<file path="src/rtl/btn_conditioner_if.sv">
// Button conditioner signal bundle: raw pin in, cleaned level and pulses out.
// master = pin driver / pulse consumer, slave = conditioner.
interface btn_conditioner_if;
  logic btn_in;
  logic btn_level;
  logic tap_pulse;
  logic long_pulse;
  logic held_long;

  modport master (
    output btn_in,
    input  btn_level,
    input  tap_pulse,
    input  long_pulse,
    input  held_long
  );

  modport slave (
    input  btn_in,
    output btn_level,
    output tap_pulse,
    output long_pulse,
    output held_long
  );
endinterface

</file>
<file path="src/rtl/btn_conditioner.sv">
// Push-button conditioner: sync, debounce, then tap / long-hold classify.
// Ports: clk, rst (async high), bus.slave {btn_in -> level, tap, long, held}.
module btn_conditioner #(
  parameter int unsigned DEBOUNCE_CYC    = 20,
  parameter int unsigned LONG_CYC        = 1500,
  parameter int unsigned CNT_W           = 11,
  parameter bit          BTN_ACTIVE_HIGH = 1'b1
) (
  input  logic             clk,
  input  logic             rst,
  btn_conditioner_if.slave bus
);

  localparam logic [CNT_W-1:0] DEB_LAST =
    CNT_W'(DEBOUNCE_CYC - 1);
  localparam logic [CNT_W-1:0] HOLD_LAST =
    CNT_W'(LONG_CYC - 1);

  typedef enum logic [1:0] {
    IDLE,
    PRESSED,
    LONG
  } state_t;

  logic             pressed_raw;
  logic             sync1;
  logic             sync2;
  logic             lvl;
  logic [CNT_W-1:0] deb_cnt;
  state_t           state;
  logic [CNT_W-1:0] hold_cnt;
  logic             tap_q;
  logic             long_q;
  logic             held_q;

  // Normalise polarity so everything downstream is 1 = pressed.
  assign pressed_raw = bus.btn_in ~^ BTN_ACTIVE_HIGH;

  always_ff @(posedge clk or posedge rst) begin
    if (rst) begin
      sync1 <= 1'b0;
      sync2 <= 1'b0;
    end else begin
      sync1 <= pressed_raw;
      sync2 <= sync1;
    end
  end

  // Any cycle where the synced input agrees with the accepted
  // level restarts the count, so bounces never accumulate.
  always_ff @(posedge clk or posedge rst) begin
    if (rst) begin
      lvl     <= 1'b0;
      deb_cnt <= '0;
    end else if (sync2 == lvl) begin
      deb_cnt <= '0;
    end else if (deb_cnt == DEB_LAST) begin
      lvl     <= ~lvl;
      deb_cnt <= '0;
    end else begin
      deb_cnt <= deb_cnt + 1'b1;
    end
  end

  // Release is tested before the hold limit so a release on the
  // limit cycle still counts as a tap.
  always_ff @(posedge clk or posedge rst) begin
    if (rst) begin
      state    <= IDLE;
      hold_cnt <= '0;
      tap_q    <= 1'b0;
      long_q   <= 1'b0;
      held_q   <= 1'b0;
    end else begin
      tap_q  <= 1'b0;
      long_q <= 1'b0;
      unique case (state)
        IDLE: begin
          if (lvl) begin
            state    <= PRESSED;
            hold_cnt <= '0;
          end
        end
        PRESSED: begin
          if (!lvl) begin
            tap_q <= 1'b1;
            state <= IDLE;
          end else if (hold_cnt == HOLD_LAST) begin
            long_q <= 1'b1;
            held_q <= 1'b1;
            state  <= LONG;
          end else begin
            hold_cnt <= hold_cnt + 1'b1;
          end
        end
        LONG: begin
          if (!lvl) begin
            held_q <= 1'b0;
            state  <= IDLE;
          end
        end
        default: begin
          state <= IDLE;
        end
      endcase
    end
  end

  assign bus.btn_level  = lvl;
  assign bus.tap_pulse  = tap_q;
  assign bus.long_pulse = long_q;
  assign bus.held_long  = held_q;

endmodule

</file>
<file path="src/flat_wrapper.sv">
// flat-port wrapper written by rule: the top's interface ports become plain ports
module btn_conditioner_flat 
#(
  parameter int unsigned DEBOUNCE_CYC    = 20,
  parameter int unsigned LONG_CYC        = 1500,
  parameter int unsigned CNT_W           = 11,
  parameter bit          BTN_ACTIVE_HIGH = 1'b1
)
  (clk, rst, bus_btn_in, bus_btn_level, bus_tap_pulse, bus_long_pulse, bus_held_long);
  btn_conditioner_if bus_i ();
  input  logic clk;
  input  logic rst;
  input wire logic [$bits(bus_i.btn_in)-1:0] bus_btn_in;
  output wire logic [$bits(bus_i.btn_level)-1:0] bus_btn_level;
  output wire logic [$bits(bus_i.tap_pulse)-1:0] bus_tap_pulse;
  output wire logic [$bits(bus_i.long_pulse)-1:0] bus_long_pulse;
  output wire logic [$bits(bus_i.held_long)-1:0] bus_held_long;
  assign bus_i.btn_in = bus_btn_in;
  assign bus_btn_level = bus_i.btn_level;
  assign bus_tap_pulse = bus_i.tap_pulse;
  assign bus_long_pulse = bus_i.long_pulse;
  assign bus_held_long = bus_i.held_long;
  btn_conditioner #(.DEBOUNCE_CYC(DEBOUNCE_CYC), .LONG_CYC(LONG_CYC), .CNT_W(CNT_W), .BTN_ACTIVE_HIGH(BTN_ACTIVE_HIGH)) u_core (.clk(clk), .rst(rst), .bus(bus_i));
endmodule
</file>
<file path="config.mk">
export PLATFORM = sky130hd
export DESIGN_NAME = btn_conditioner_flat
export DESIGN_NICKNAME = d
export VERILOG_FILES = /design/src/rtl/btn_conditioner_if.sv /design/src/rtl/btn_conditioner.sv /design/src/flat_wrapper.sv
export SDC_FILE = /design/constraint.sdc
export NUM_CORES = 1
export LEC_CHECK = 0
export CELL_PAD_IN_SITES_DETAIL_PLACEMENT = 0
export CELL_PAD_IN_SITES_GLOBAL_PLACEMENT = 1
export CORE_ASPECT_RATIO = 1.2
export CORE_UTILIZATION = 29
export CTS_CLUSTER_SIZE = 24
export DETAILED_ROUTE_END_ITERATION = 6
export PLACE_DENSITY = 0.51
export SLEW_MARGIN = 10
export SYNTH_ARGS = -nofsm -noshare
export SYNTH_HDL_FRONTEND = slang
export SYNTH_SLANG_ARGS = --single-unit
export TNS_END_PERCENT = 1
</file>
<file path="constraint.sdc">
create_clock -name clk -period 3.79 [get_ports clk]
set_input_delay 1.137 -clock clk [delete_from_list [all_inputs] [get_ports clk]]
set_output_delay 1.137 -clock clk [all_outputs]
set_load 0.02 [all_outputs]
</file>
# Word level (Yosys, flattened, before mapping)
# Cells that the tools add are included.
totals:
  elab_cells: 51
  output_inout_bits: 4
  regBits: 30
  inputBits: 3
classes:
  muxes: 20
  addsub: 2
  bitwise: 2
  eq_ne: 11
  n_reduce_logical: 7
op_table:
  columns: ["op", "n"]
  rows:
  - ["two-way mux 11 bit", 5]
  - ["adder 11 x 1 -> 11 bit, second input constant", 2]
  - ["case mux 11 bit (2 select lines)", 1]
  - ["== test 11 bit, second input constant", 1]
  - ["== test 11 x 5 -> 1 bit, second input constant", 1]
  - ["two-way mux 1 bit", 8]
  - ["two-way mux 2 bit", 4]
  - ["AND reduction 4 bit", 2]
  - ["!= test 2 x 1 -> 1 bit, second input constant", 3]
  - ["case mux 2 bit (3 select lines)", 1]
  - ["!= test 2 bit, second input constant", 2]
  - ["nonzero test 2 bit", 2]
  - ["!= test 3 bit, second input constant", 1]
  - ["AND reduction 3 bit", 1]
  - ["== test 2 x 1 -> 1 bit, second input constant", 1]
  - ["== test 2 bit, second input constant", 1]
  - ["logical NOT 2 bit", 1]
  - ["inverter 1 bit", 2]
  - ["case mux 1 bit (2 select lines)", 1]
  - ["AND reduction 2 bit", 1]
  - ["== test 1 bit", 1]

# Longest topological paths before layout
depth:
  ltp_word: 4
  ltp_mapped: 6
  depth_no_buf: 4

# Worst setup path after synthesis
# Ideal clock, no wire load.
synth_timing:
  kind: "register to register"
  startpoint: "register u_core.deb_cnt[2]"
  endpoint: "register u_core.lvl, in the netlist u_core.bus.btn_level"
  setup_slack_ps: 2205
  stages_incl_launch_ff: 4
  t_arrival_ps: 1461
  path_buffers: 0
  period_less_slack_ps: 1585
  t_required_ps: 3665
  setup_time_ps: 125
  cell_sequence: "dfrtp_1 -> or4_4 -> nor3_1 -> mux2_2"
synth_via:
  elab_chain_cells: 2
synth_rtl:
  columns: ["item", "line", "rtl"]
  rows:
  - ["from (decl)", "btn_conditioner.sv:29", "logic [CNT_W-1:0] deb_cnt;"]
  - ["from (signal assigned)", "btn_conditioner.sv:61", "deb_cnt <= deb_cnt + 1'b1;"]
  - ["== test 11 x 5 -> 1 bit", "btn_conditioner.sv:57", "end else if (deb_cnt == DEB_LAST) begin"]
  - ["AND reduction 2 bit (no line)", null, null]
  - ["to (signal assigned)", "btn_conditioner.sv:58", "lvl <= ~lvl;"]
  - ["to (decl)", "btn_conditioner.sv:28", "logic lvl;"]
# No other way between the ends.
# A chain may end at the register's enable or synchronous reset.

# Worst setup path after layout
layout_timing:
  startpoint: "register u_core.lvl, in the netlist u_core.bus.btn_level"
  endpoint: "output bus_btn_level"
layout_lines:
  columns: ["item", "line", "rtl"]
  rows:
  - ["to (decl)", "flat_wrapper.sv:14", "output wire logic [$bits(bus_i.btn_level)-1:0] bus_btn_level;"]
# No word-level cell between the ends.

==> impl_metrics.tcl <==
set metrics [dict create \
    outcome "finished, final reports clean" \
    htree_levels 2 \
    antenna_found_initial 0 \
    synth_nets 153 \
    worstPathRequired_ns 2.65 \
    worst_slack_ns 1.19 \
    synth.distinct_cells 39 \
    synthAdderAreaFrac_pct 1.68 \
    vias 1218 \
    synthFlopType "dfrtp_1" \
    synth-simple-area-share_pct 25.0 \
    cap_violations 0 \
    worstRegToRegCells 3 \
    drt_iter0_drc 36 \
    drc_errors 0 \
    drtAntennaViolNets 0 \
    fin_worst_skew_ns 0.00863 \
    synthCells 148 \
    cts_made_buffers 5 \
    cp.depth 1 \
    synth_mux_area_share_pct 2.85 \
    post_cts.repair.setup_buffers 0 \
    grt_pass1_vias 1214 \
    nets 161 \
    grt_start_max_net_pins 31 \
    synth_most_common_cell "dfrtp_1" \
    grt_overflow_total 0 \
    yosys_warnings 0 \
    place_ws_ns 1.49 \
    clk_pin_slew_ns 0.06 \
    cp-start-kind "flop" \
    power.leakage_nw 0.689 \
    clk_latency_ns 0.28 \
    start_util_pct 30.2 \
    clock-root-buffer "clkbuf_8" \
    postCtsResizedCells 0 \
    cp-end-kind "primary output" \
    cpLargestDelayFamily "buffers and inverters" \
    grt_use_total_pct 14.8 \
    synth-edff-count 0 \
    row_count 28 \
    synthXorXnorAreaFrac_pct 2.35 \
    via_per_inst 5.61 \
    die_w_um 67.5 \
    avgSynthCellArea_um2 10.1 \
    cts_hold_repair.buffers 0 \
    hold_class "flop to flop" \
    slew-limit-headroom_pct 44.5 \
    syn_area_mm2 0.00149 \
    ir_worst_vdd_mv 0.189 \
    grt_pass1_wl_um 5890 \
    critPathBufInv 1 \
    clock-sinks 30 \
    criticalPathCategory "flop to primary output" \
    reg2reg_setup_slack_ns 1.81 \
    dr.pass1.iters 4 \
    setup_viol 0 \
    power.density_mw_per_mm2 386 \
    path_max_fanout 10 \
    cp_slowest_cell "clkdlybuf4s50_1" \
    ys_top_cells_by_area "dfrtp_1 50%, or4_1 4.5%, a21oi_1 3.4%" \
    endpoint "bus_btn_level" \
    synth_top_cell_by_area "dfrtp_1" \
    r2r_start "u_core.deb_cnt[7]" \
    synth_top_family_by_area "simple AND/OR/NAND/NOR gates" \
    dieArea_mm2 0.00544 \
    ys_ff_latch 30 \
    routedWlPerCell_um 15.7 \
    routabilityCongestion 0.735 \
    worstPathArrival_ns 1.46 \
    period_share_pct 68.6 \
    fmax_mhz 385 \
    worst_pin_slew_ns 0.827 \
    totalNegativeSetupSlack_ns 0 \
    stdcell_count 217 \
    rsz0062_at_grt "false" \
    antenna_cells 0 \
    coreArea_mm2 0.00494 \
    synth.top_cells.by_count "30 x dfrtp_1, 11 x nand2_1, 10 x a21oi_1, 9 x or4_1" \
    yosysSeqAreaShare_pct 50.3 \
    layout-drive-gt1-share_pct 10.8 \
    dp_hpwl_um 2250 \
    crit_chain "clkdlybuf4s50_1" \
    slew_violations 0 \
    routed_wl_um 3400 \
    startpoint "u_core.bus.btn_level" \
    clockBufferDepth 2 \
    reg2reg_to "u_core.deb_cnt[3]" \
    die_h_um 80.6 \
    cts_tree "built" \
    synth_compound_area_share_pct 14.7 \
    ios 7 \
    synth-async-reset-ratio_pct 100 \
    max_stage_delay_ns 0.67 \
    power_mw 0.663 \
    portBuffers 6 \
    period_needed_ns 2.60 \
    synthToLayoutAreaGrowth_pct 14.9 \
    hold_violations 0 \
    synth_top_cell_area_share_pct 50.3 \
    dp.cells 209 \
]
routing by layer:
metal	vias up	global-route usage (%)	part of all wire [%]
met4	0	6.38	1.9
li1	571	-	-
met3	5	3.41	2.6
met1	618	17.7	43
met2	24	24.8	53
met5	-	0	0
flip-flops by register name, indices dropped and copies added, names as in the netlist:
register,count
u_core.state,2
u_core.bus.tap_pulse,1
u_core.bus.long_pulse,1
u_core.bus.btn_level,1
u_core.sync2,1
u_core.hold_cnt,11
u_core.deb_cnt,11
u_core.bus.held_long,1
u_core.sync1,1
through the flow:
| stage | hold WS [ns] | util, % | area, um^2 |
|---|---|---|---|
| after floorplan | 0.331 | - | 1490 |
| after global placement | 0.337 | 32.5 | 1610 |
| after detailed placement | 0.349 | 32.5 | 1610 |
| after CTS | 0.364 | 34.8 | 1720 |
| after global routing | 0.367 | 34.8 | 1720 |
| final | 0.358 | 34.8 | 1720 |
where the power goes:
group | leakage (nW) | switching (mW) | internal (mW)
logic | 0.219 | 0.0132 | 0.00662
registers | 0.412 | 0.00345 | 0.324
clock network | 0.0579 | 0.123 | 0.193
total | 0.689 | 0.139 | 0.524
cells in the final DEF (no fill, tap or decap), drive strengths merged, types with 2 or more instances in the layout:
master | synthesis | routed
nand2 | 11 | 11
nand2b | 3 | 3
o31ai | 7 | 7
or4 | 10 | 10
mux2 | 2 | 2
dfrtp | 30 | 30
or3 | 4 | 4
a21oi | 10 | 10
nand3 | 8 | 8
o21ai | 8 | 8
ha | 2 | 2
nor2b | 2 | 2
inv | 5 | 5
xor2 | 3 | 3
clkinv | 0 | 2
nor3 | 3 | 3
nor3b | 4 | 4
nor2 | 6 | 6
clkbuf | 3 | 5
or2 | 2 | 2
nor4 | 3 | 3
mux2i | 2 | 2
nand4 | 5 | 5
clkdlybuf4s50 | 0 | 6
how the worst min path moves through the flow:
stage | to | depth (start not counted) | start | slack [ns]
floorplan | u_core.sync2 | 0 | u_core.sync1 | 0.33
global placement | u_core.sync2 | 0 | u_core.sync1 | 0.34
detailed placement | u_core.sync2 | 0 | u_core.sync1 | 0.35
CTS | u_core.sync2 | 0 | u_core.sync1 | 0.36
global route | u_core.sync2 | 0 | u_core.sync1 | 0.37
finish | u_core.sync2 | 0 | u_core.sync1 | 0.36
kinds of logic after synthesis:
logic type | after synthesis
multiplexers | 4
AND/OR/NAND/NOR | 64
AO/OA/AOI/OAI | 33
XOR/XNOR | 4
adder cells (fa/ha/maj) | 2
buffers and inverters | 11
flip-flops | 30
area by class of cell:
class | count | area, um^2
Fill cell | 506 | 3220
Sequential cell | 30 | 751
Timing Repair Buffer | 7 | 67.6
Inverter | 5 | 18.8
Clock buffer | 5 | 68.8
Clock inverter | 3 | 40.0
Multi-Input combinational cell | 107 | 696
Tap cell | 60 | 75.1
(Power assumes the default switching activity.)
